**src/rtl/sram_host_port.sv**
```systemverilog
// Initiator side of the single-port SRAM macro interface: registers core requests onto
// the macro pins and returns in-order responses through a credit-protected FIFO.
module sram_host_port #(
  parameter int unsigned ADDR_WIDTH   = 12,
  parameter int unsigned DATA_WIDTH   = 32,
  parameter int unsigned READ_LATENCY = 1,
  parameter int unsigned RSP_DEPTH    = 4
) (
  input  logic                    clk_i,
  input  logic                    rst_ni,
  input  logic                    req_valid_i,
  output logic                    req_ready_o,
  input  logic [ADDR_WIDTH-1:0]   req_addr_i,
  input  logic                    req_we_i,
  input  logic [DATA_WIDTH-1:0]   req_wdata_i,
  input  logic [DATA_WIDTH/8-1:0] req_wmask_i,
  output logic                    rsp_valid_o,
  input  logic                    rsp_ready_i,
  output logic [DATA_WIDTH-1:0]   rsp_rdata_o,
  output logic                    rsp_we_o,
  output logic                    sram_csb_o,
  output logic                    sram_web_o,
  output logic [ADDR_WIDTH-1:0]   sram_addr_o,
  output logic [DATA_WIDTH-1:0]   sram_wdata_o,
  output logic [DATA_WIDTH/8-1:0] sram_wmask_o,
  input  logic [DATA_WIDTH-1:0]   sram_rdata_i
);

  localparam int unsigned MASK_WIDTH  = DATA_WIDTH / 8;
  localparam int unsigned PIPE_STAGES = READ_LATENCY + 1;
  localparam int unsigned CNT_WIDTH   = $clog2(RSP_DEPTH + 1);
  localparam int unsigned PTR_WIDTH   = (RSP_DEPTH > 1) ? $clog2(RSP_DEPTH) : 1;
  localparam logic [PTR_WIDTH-1:0] PTR_LAST  = PTR_WIDTH'(RSP_DEPTH - 1);
  localparam logic [CNT_WIDTH-1:0] DEPTH_CNT = CNT_WIDTH'(RSP_DEPTH);

  logic                   accept_c;
  logic                   pop_c;
  logic                   push_c;
  logic                   push_we_c;
  logic [DATA_WIDTH-1:0]  push_data_c;
  logic [CNT_WIDTH-1:0]   outst_next_c;

  logic [PIPE_STAGES-1:0] pipe_vld_q;
  logic [PIPE_STAGES-1:0] pipe_we_q;
  logic [DATA_WIDTH-1:0]  mem_q [RSP_DEPTH];
  logic [RSP_DEPTH-1:0]   mem_we_q;
  logic [PTR_WIDTH-1:0]   wptr_q;
  logic [PTR_WIDTH-1:0]   rptr_q;
  logic [CNT_WIDTH-1:0]   count_q;
  logic [CNT_WIDTH-1:0]   outst_q;

  assign accept_c    = req_valid_i & req_ready_o;
  assign pop_c       = rsp_valid_o & rsp_ready_i;
  assign push_c      = pipe_vld_q[READ_LATENCY];
  assign push_we_c   = pipe_we_q[READ_LATENCY];
  assign push_data_c = push_we_c ? '0 : sram_rdata_i;

  assign rsp_valid_o = (count_q != '0);
  assign rsp_rdata_o = mem_q[rptr_q];
  assign rsp_we_o    = mem_we_q[rptr_q];

  // Macro pins: one active cycle per accepted request, payload held while idle
  always_ff @(posedge clk_i) begin
    if (!rst_ni) begin
      sram_csb_o   <= 1'b1;
      sram_web_o   <= 1'b1;
      sram_addr_o  <= '0;
      sram_wdata_o <= '0;
      sram_wmask_o <= '0;
    end else if (accept_c) begin
      sram_csb_o   <= 1'b0;
      sram_web_o   <= ~req_we_i;
      sram_addr_o  <= req_addr_i;
      sram_wdata_o <= req_wdata_i;
      sram_wmask_o <= req_wmask_i;
    end else begin
      sram_csb_o   <= 1'b1;
      sram_web_o   <= 1'b1;
    end
  end

  // Tag pipe: the last stage lines up with valid macro read data
  always_ff @(posedge clk_i) begin
    if (!rst_ni) begin
      pipe_vld_q <= '0;
      pipe_we_q  <= '0;
    end else begin
      pipe_vld_q <= {pipe_vld_q[PIPE_STAGES-2:0], accept_c};
      pipe_we_q  <= {pipe_we_q[PIPE_STAGES-2:0], req_we_i};
    end
  end

  // Response FIFO
  always_ff @(posedge clk_i) begin
    if (!rst_ni) begin
      mem_q    <= '{default: '0};
      mem_we_q <= '0;
      wptr_q   <= '0;
      rptr_q   <= '0;
      count_q  <= '0;
    end else begin
      if (push_c) begin
        mem_q[wptr_q]    <= push_data_c;
        mem_we_q[wptr_q] <= push_we_c;
        wptr_q           <= (wptr_q == PTR_LAST) ? '0 : wptr_q + PTR_WIDTH'(1);
      end
      if (pop_c) begin
        rptr_q <= (rptr_q == PTR_LAST) ? '0 : rptr_q + PTR_WIDTH'(1);
      end
      if (push_c && !pop_c) begin
        count_q <= count_q + CNT_WIDTH'(1);
      end else if (!push_c && pop_c) begin
        count_q <= count_q - CNT_WIDTH'(1);
      end
    end
  end

  // Credits: pipe entries plus FIFO entries only change on accept and pop
  always_comb begin
    outst_next_c = outst_q;
    if (accept_c && !pop_c) begin
      outst_next_c = outst_q + CNT_WIDTH'(1);
    end else if (!accept_c && pop_c) begin
      outst_next_c = outst_q - CNT_WIDTH'(1);
    end
  end

  always_ff @(posedge clk_i) begin
    if (!rst_ni) begin
      outst_q     <= '0;
      req_ready_o <= 1'b0;
    end else begin
      outst_q     <= outst_next_c;
      req_ready_o <= (outst_next_c < DEPTH_CNT);
    end
  end

  a_no_overflow: assert property (@(posedge clk_i) disable iff (!rst_ni)
    !(push_c && !pop_c && (count_q == DEPTH_CNT)));

endmodule

```
**config.mk**
```make
export PLATFORM = sky130hd
export DESIGN_NAME = sram_host_port
export DESIGN_NICKNAME = d
export VERILOG_FILES = /design/src/rtl/sram_host_port.sv
export SDC_FILE = /design/constraint.sdc
export NUM_CORES = 1
export LEC_CHECK = 0
export ABC_AREA = 1
export CORE_MARGIN = 4
export CORE_UTILIZATION = 51
export DETAILED_ROUTE_END_ITERATION = 6
export PLACE_DENSITY_LB_ADDON = 0.2
export SETUP_SLACK_MARGIN = 0.3
export SLEW_MARGIN = 25
export SYNTH_ARGS = -nofsm -noshare
export SYNTH_HDL_FRONTEND = slang
export SYNTH_SLANG_ARGS = --single-unit
```
**constraint.sdc**
```tcl
create_clock -name clk_i -period 2.3 [get_ports clk_i]
set_input_delay 0.46 -clock clk_i [delete_from_list [all_inputs] [get_ports clk_i]]
set_output_delay 0.46 -clock clk_i [all_outputs]
set_load 0.02 [all_outputs]
```
==> impl_metrics.csv <==
group,metric,value,unit
status,status,"complete, no violations",
sta,relSlewSlack,0.6695,
finish,fin_nets,1235,
place,portBuffers,169,
worst_setup_path,start_kind,"register",
cts,ctsHoldBuffers,0,
cts,cts_root_buf,"clkbuf_16",
sta,tns,0,ns
floorplan,core,14750,um2
floorplan,row_count,44,
floorplan,die_w,131.8,um
cts,htreeDepth,4,
cts,clkSinkCount,197,
place,placed_cell_area,9673,um2
drt,vias,7410,
drt,drt_iter0_markers,627,
floorplan,die_h,131.8,um
global_routing,grt_max_degree,64,
finish,final_cell_mix,"dfxtp_1 (195), nand2_1 (184), a21oi_1 (156)",
finish,n_fill_cell,1232,
sta,hold_violations,0,
worst_setup_path,arrival,1.55,ns
synth,synth_seq_area_share,0.5044,
synth,synthesis.yosys.warnings,0,
sta,period_needed,2.009,ns
synth,yosysTopAreaCell,"dfxtp_1",
run,cap_violations,0,
synth,synth_cell_type_count,25,
hold_path,min_path_cells,2,
finish,final_common_cell,"dfxtp_1",
finish,area_growth_syn_to_layout,32.71,%
drt,wl_per_cell,16.29,um
drt,viasPerCell,5.546,
sta,setup_slack,0.2911,ns
sta,finalSetupViolCount,0,
synth,syn_nets,1095,
cts,clk_pin_slew_worst_paths,0.07,ns
worst_setup_path,worstPathRequired,1.84,ns
floorplan,ios,170,
synth,syn_inst,999,
worst_setup_path,worstSetupPathType,"reg -> out",
finish,drive_above_1_share,0.1172,
sta,worst_pin_slew,0.4952,ns
worst_setup_path,cp_max_fo,18,
worst_setup_path,cp_num_buf_inv,3,
floorplan,die_area,17380,um2
sta,rsz0062_at_grt,"yes",
cts,clk_latency,0.43,ns
synth,synth.top_cells.by_area,"dfxtp_1 (50%), a21oi_1 (10%), nand2_1 (8.8%), o21ai_0 (8.7%), nor2_1 (5.3%)",
worst_setup_path,max_stage_delay,0.38,ns
drt,drt-total-wl,21760,um
cts,cts_buffers,17,
drt,drtAntennaViolNets,0,
global_routing,antenna_found_initial,0,
sta,fin_skew,0.005908,ns
worst_setup_path,cp_top_family,"buffers and inverters",
global_routing,grt_overflow,0,
global_routing,grt_pass1_vias,6841,
cts,cts_buffer_depth,2,
hold_path,worstHoldPathType,"reg -> reg",
global_routing,grt_pass1_wl,34600,um
finish,fin_area,10380,um2
worst_setup_path,reg2regPathDepth,7,
drt,drc,0,
sta,finalMaxSlewViolations,0,
place,dp_hpwl,13370,um
pwr,ir_worst_vdd,0.7331,mV
sta,period_share,0.8734,
synth,yosysTopAreaCellShare,0.5044,
worst_setup_path,crit_chain,"inv_6, buf_16, nor2_1, o22ai_1, buf_4",
synth,synth.cell_area,7819,um2
cts,cts_tree,"done",
place,dpl_worst_slack,0.2158,ns
pwr,powerDensity,1046,nW/um2
synth,synth_seq_cells,197,
synth,synth.avg_cell_area,7.827,um2
worst_setup_path,worst_path_max_delay_cell,"dfxtp_4",
pwr,leakagePower,4.097,nW
sta,max_freq,497.8,MHz
worst_setup_path,cp.depth,5,
place,gp_congestion,0.7664,
floorplan,start_util,0.5299,
finish,diodes,0,
global_routing,grt_use_total,0.2411,
drt,dr.pass1.iters,5,
worst_setup_path,endpoint_kind,"primary output",
==> state kept, by name, indices dropped and copies added (netlist names) <==
register / flops
sram_addr_o: 12
count_q: 3
outst_q: 3
rptr_q: 2
sram_web_o: 1
mem_q: 128
wptr_q: 2
pipe_vld_q: 2
mem_we_q: 4
req_ready_o: 1
sram_wdata_o: 32
sram_csb_o: 1
sram_wmask_o: 4
pipe_we_q: 2
==> cell usage after synthesis (all sizes together) <==
cell type    n
xor2         1
fa           1
nor2       111
a211oi      31
nand4        1
inv         34
dfxtp      197
buf         46
clkinv       1
nand3        4
a21oi      156
clkbuf      32
o21ai      149
o211ai       2
o22ai       33
ha          10
nor3         1
nand3b       1
nand2      188
==> final timing paths <==
check	from	to	slack, ns
worst max-delay path	rptr_q[0]$_SDFFE_PN0P_	rsp_rdata_o[18]	0.29
worst min register to register	pipe_vld_q[0]$_SDFF_PN0_	pipe_vld_q[1]$_SDFF_PN0_	0.41
worst min-delay path	pipe_vld_q[0]$_SDFF_PN0_	pipe_vld_q[1]$_SDFF_PN0_	0.41
worst max register to register	wptr_q[0]$_SDFFE_PN0P_	mem_we_q[2]$_SDFFE_PN0P_	0.55
==> cells by family (layout without fill, tap and decap cells) <==
kind of cell / Yosys count / in the layout / synth area share
AOI/OAI and AO/OA: 371 / 371 / 0.2642
xor gates and xnor gates: 1 / 1 / 0.001120
adders and majority gates: 11 / 11 / 0.01856
buffers and inverters: 113 / 266 / 0.06193
DFF: 197 / 197 / 0.5044
and+or+nand+nor: 306 / 306 / 0.1498
==> per-stage QoR <==
step / total power [W] / hold slack, ns / cells / util
2_1_floorplan: 0.006046 / 0.3905 / 999 / -
3_3_place_gp: 0.007692 / 0.3919 / 1299 / 0.6556
3_5_place_dp: 0.007737 / 0.4007 / 1299 / 0.6556
4_1_cts: 0.01076 / 0.4122 / 1335 / 0.6985
5_1_grt: 0.01139 / 0.4432 / 1336 / 0.7033
6_report: 0.01086 / 0.4127 / 1336 / 0.7033
==> tightest hold or removal path: cells and delay by family, from the launching register on <==
kind | cells | cell delay [ns]
flip-flops | 1 | 0.31
AND/OR/NAND/NOR | 1 | 0.05
buffers and inverters | 1 | 0.04
==> where the power goes <==
part	leakage (nW)	switching, W	internal (W)
registers	1.60	0.000156	0.00365
logic	2.22	0.00242	0.00176
clock network	0.278	0.00129	0.00159
total	4.10	0.00386	0.00700
==> final cells by class <==
type	count	area [um2]	area share
clock buffers	22	474.2	0.04570
flip-flops and latches	197	3951	0.3808
inverters	35	140.1	0.01351
clock inverters	10	97.59	0.009406
well taps	184	230.2	0.02219
repair buffers	199	2041	0.1967
multi-input cells	689	3442	0.3317
==> layer usage <==
| layer | track usage | share of wire | up-vias |
|---|---|---|---|
| met5 | 0 | 0 | - |
| met4 | 0.07351 | 0.018 | 0 |
| met3 | 0.05229 | 0.063 | 28 |
| met2 | 0.4086 | 0.49 | 249 |
| met1 | 0.3095 | 0.43 | 3473 |
| li1 | - | - | 3660 |
==> what timing repair did <==
| item | CTS | global route |
|---|---|---|
| endpoints found under the setup margin | 34 | 30 |
| cloned | 3 | 1 |
| gates resized for setup | 188 | 24 |
| pin swaps | 12 | 2 |
| setup buffers | 1 | 0 |
Power figures use the tool's default switching activity.
==> edit: new RTL, same flow settings <==
Set the parameter `DATA_WIDTH` to 48 (it was 32).
--- a/src/rtl/sram_host_port.sv
+++ b/src/rtl/sram_host_port.sv
@@ -2,7 +2,7 @@
 // the macro pins and returns in-order responses through a credit-protected FIFO.
 module sram_host_port #(
   parameter int unsigned ADDR_WIDTH   = 12,
-  parameter int unsigned DATA_WIDTH   = 32,
+  parameter int unsigned DATA_WIDTH   = 48,
   parameter int unsigned READ_LATENCY = 1,
   parameter int unsigned RSP_DEPTH    = 4
 ) (
Interface: changed (6 resized); port bits go from 170 to 238. The function was not compared with the original's and may differ.
==> edit against the unedited design <==
Combinational power is 65% higher; wire length is 55% higher; global-route usage is 0.30 points lower; area after synthesis is 40% higher; total power is 60% higher; setup slack worse by 0.26 ns; clock power is 80% higher; sequential cell count is 82 higher; cell area is 47% higher; critical endpoint is now rsp_rdata_o[27].
==> edit: results (changes against the unedited design) <==
- Outcome: complete, no violations
- Worst Setup Slack post-DPL: 0.173 ns (-0.0428 ns)
- Port bufs: 237 (+40%)
- Top Registers: mem_q x192, sram_wdata_o x48, sram_addr_o x12
- Vias in the first global route: 9754 (+43%)
- Maximum clock frequency: 441 MHz (-11%)
- Hold path start: rst_ni
- Delay of the slowest critical-path stage: 0.43 ns (+0.05 ns)
- Share of cells above drive strength 1: 15.3% (+3.5 points)
- Slew HR: 55.4% (-12 points)
- Post-synthesis sequential area ratio: 51.1% (+0.65 points)
- Starting DRC count in detailed routing: 998 (+59%)
- Reg-to-reg critical path startpoint: count_q[0]
- Final wirelength: 33.8 mm (+55%)
- Critical Path Sink: rsp_rdata_o[27]
- Hold path endpoint: sram_csb_o
- Post-DP HPWL: 18.4 mm (+38%)
- Final GP Congestion: 0.774 (+1.0%)
- R2R cell count: 11 (+4)
- Top cells by area, synth: dfxtp_1, o21ai_0, a21oi_1
- Gate power share: 39.7% (+1.2 points)
- Met2 WL: 16.3 mm (+52%)
- Via count: 10700 (+44%)
- NumNets Final: 1720 (+39%)
- H-tree depth: 1 (-3)
- R2r setup slk: 0.60 ns (+0.05 ns)
- Clk_lat worst skew: 0.55 ns (+0.12 ns)
- Post-CTS Setup Bufs: 0 (-1)
- Met1 WL: 14.0 mm (+50%)
- RR Endpoint: count_q[2]
- Tot GR Track Use: 23.8% (-0.30 points)
edit: kinds of logic after synthesis:
kind of cell	count (synthesis)	share of synthesized area (%)
AOI/OAI and AO/OA	585	28.3
xor gates and xnor gates	1	0.0801
adders and majority gates	11	1.33
buffers and inverters	153	6.59
DFF	279	51.1
and+or+nand+nor	362	12.6
edit: final cells by class:
cell class	count	area (µm²)	area share (%)
inverter	33	135	0.884
timing repair buffer	288	3160	20.6
clock buffer	42	876	5.73
clock inverter	12	203	1.33
sequential	279	5590	36.6
tap	275	344	2.25
multi-input combinational	959	4990	32.6
edit: metrics by stage:
stage / hold WS, ns / std cells / power (mW) / instance area, µm² / setup TNS [ns]
floorplan: 0.390 / 1391 / 8.46 / 10900 / 0
global placement: 0.394 / 1813 / 10.8 / 13400 / 0
detailed placement: 0.398 / 1813 / 10.8 / 13400 / 0
CTS: 0.200 / 1867 / 15.8 / 14500 / -0.0986
global route: 0.217 / 1888 / 18.1 / 15300 / -0.0167
finish: 0.227 / 1888 / 17.4 / 15300 / 0
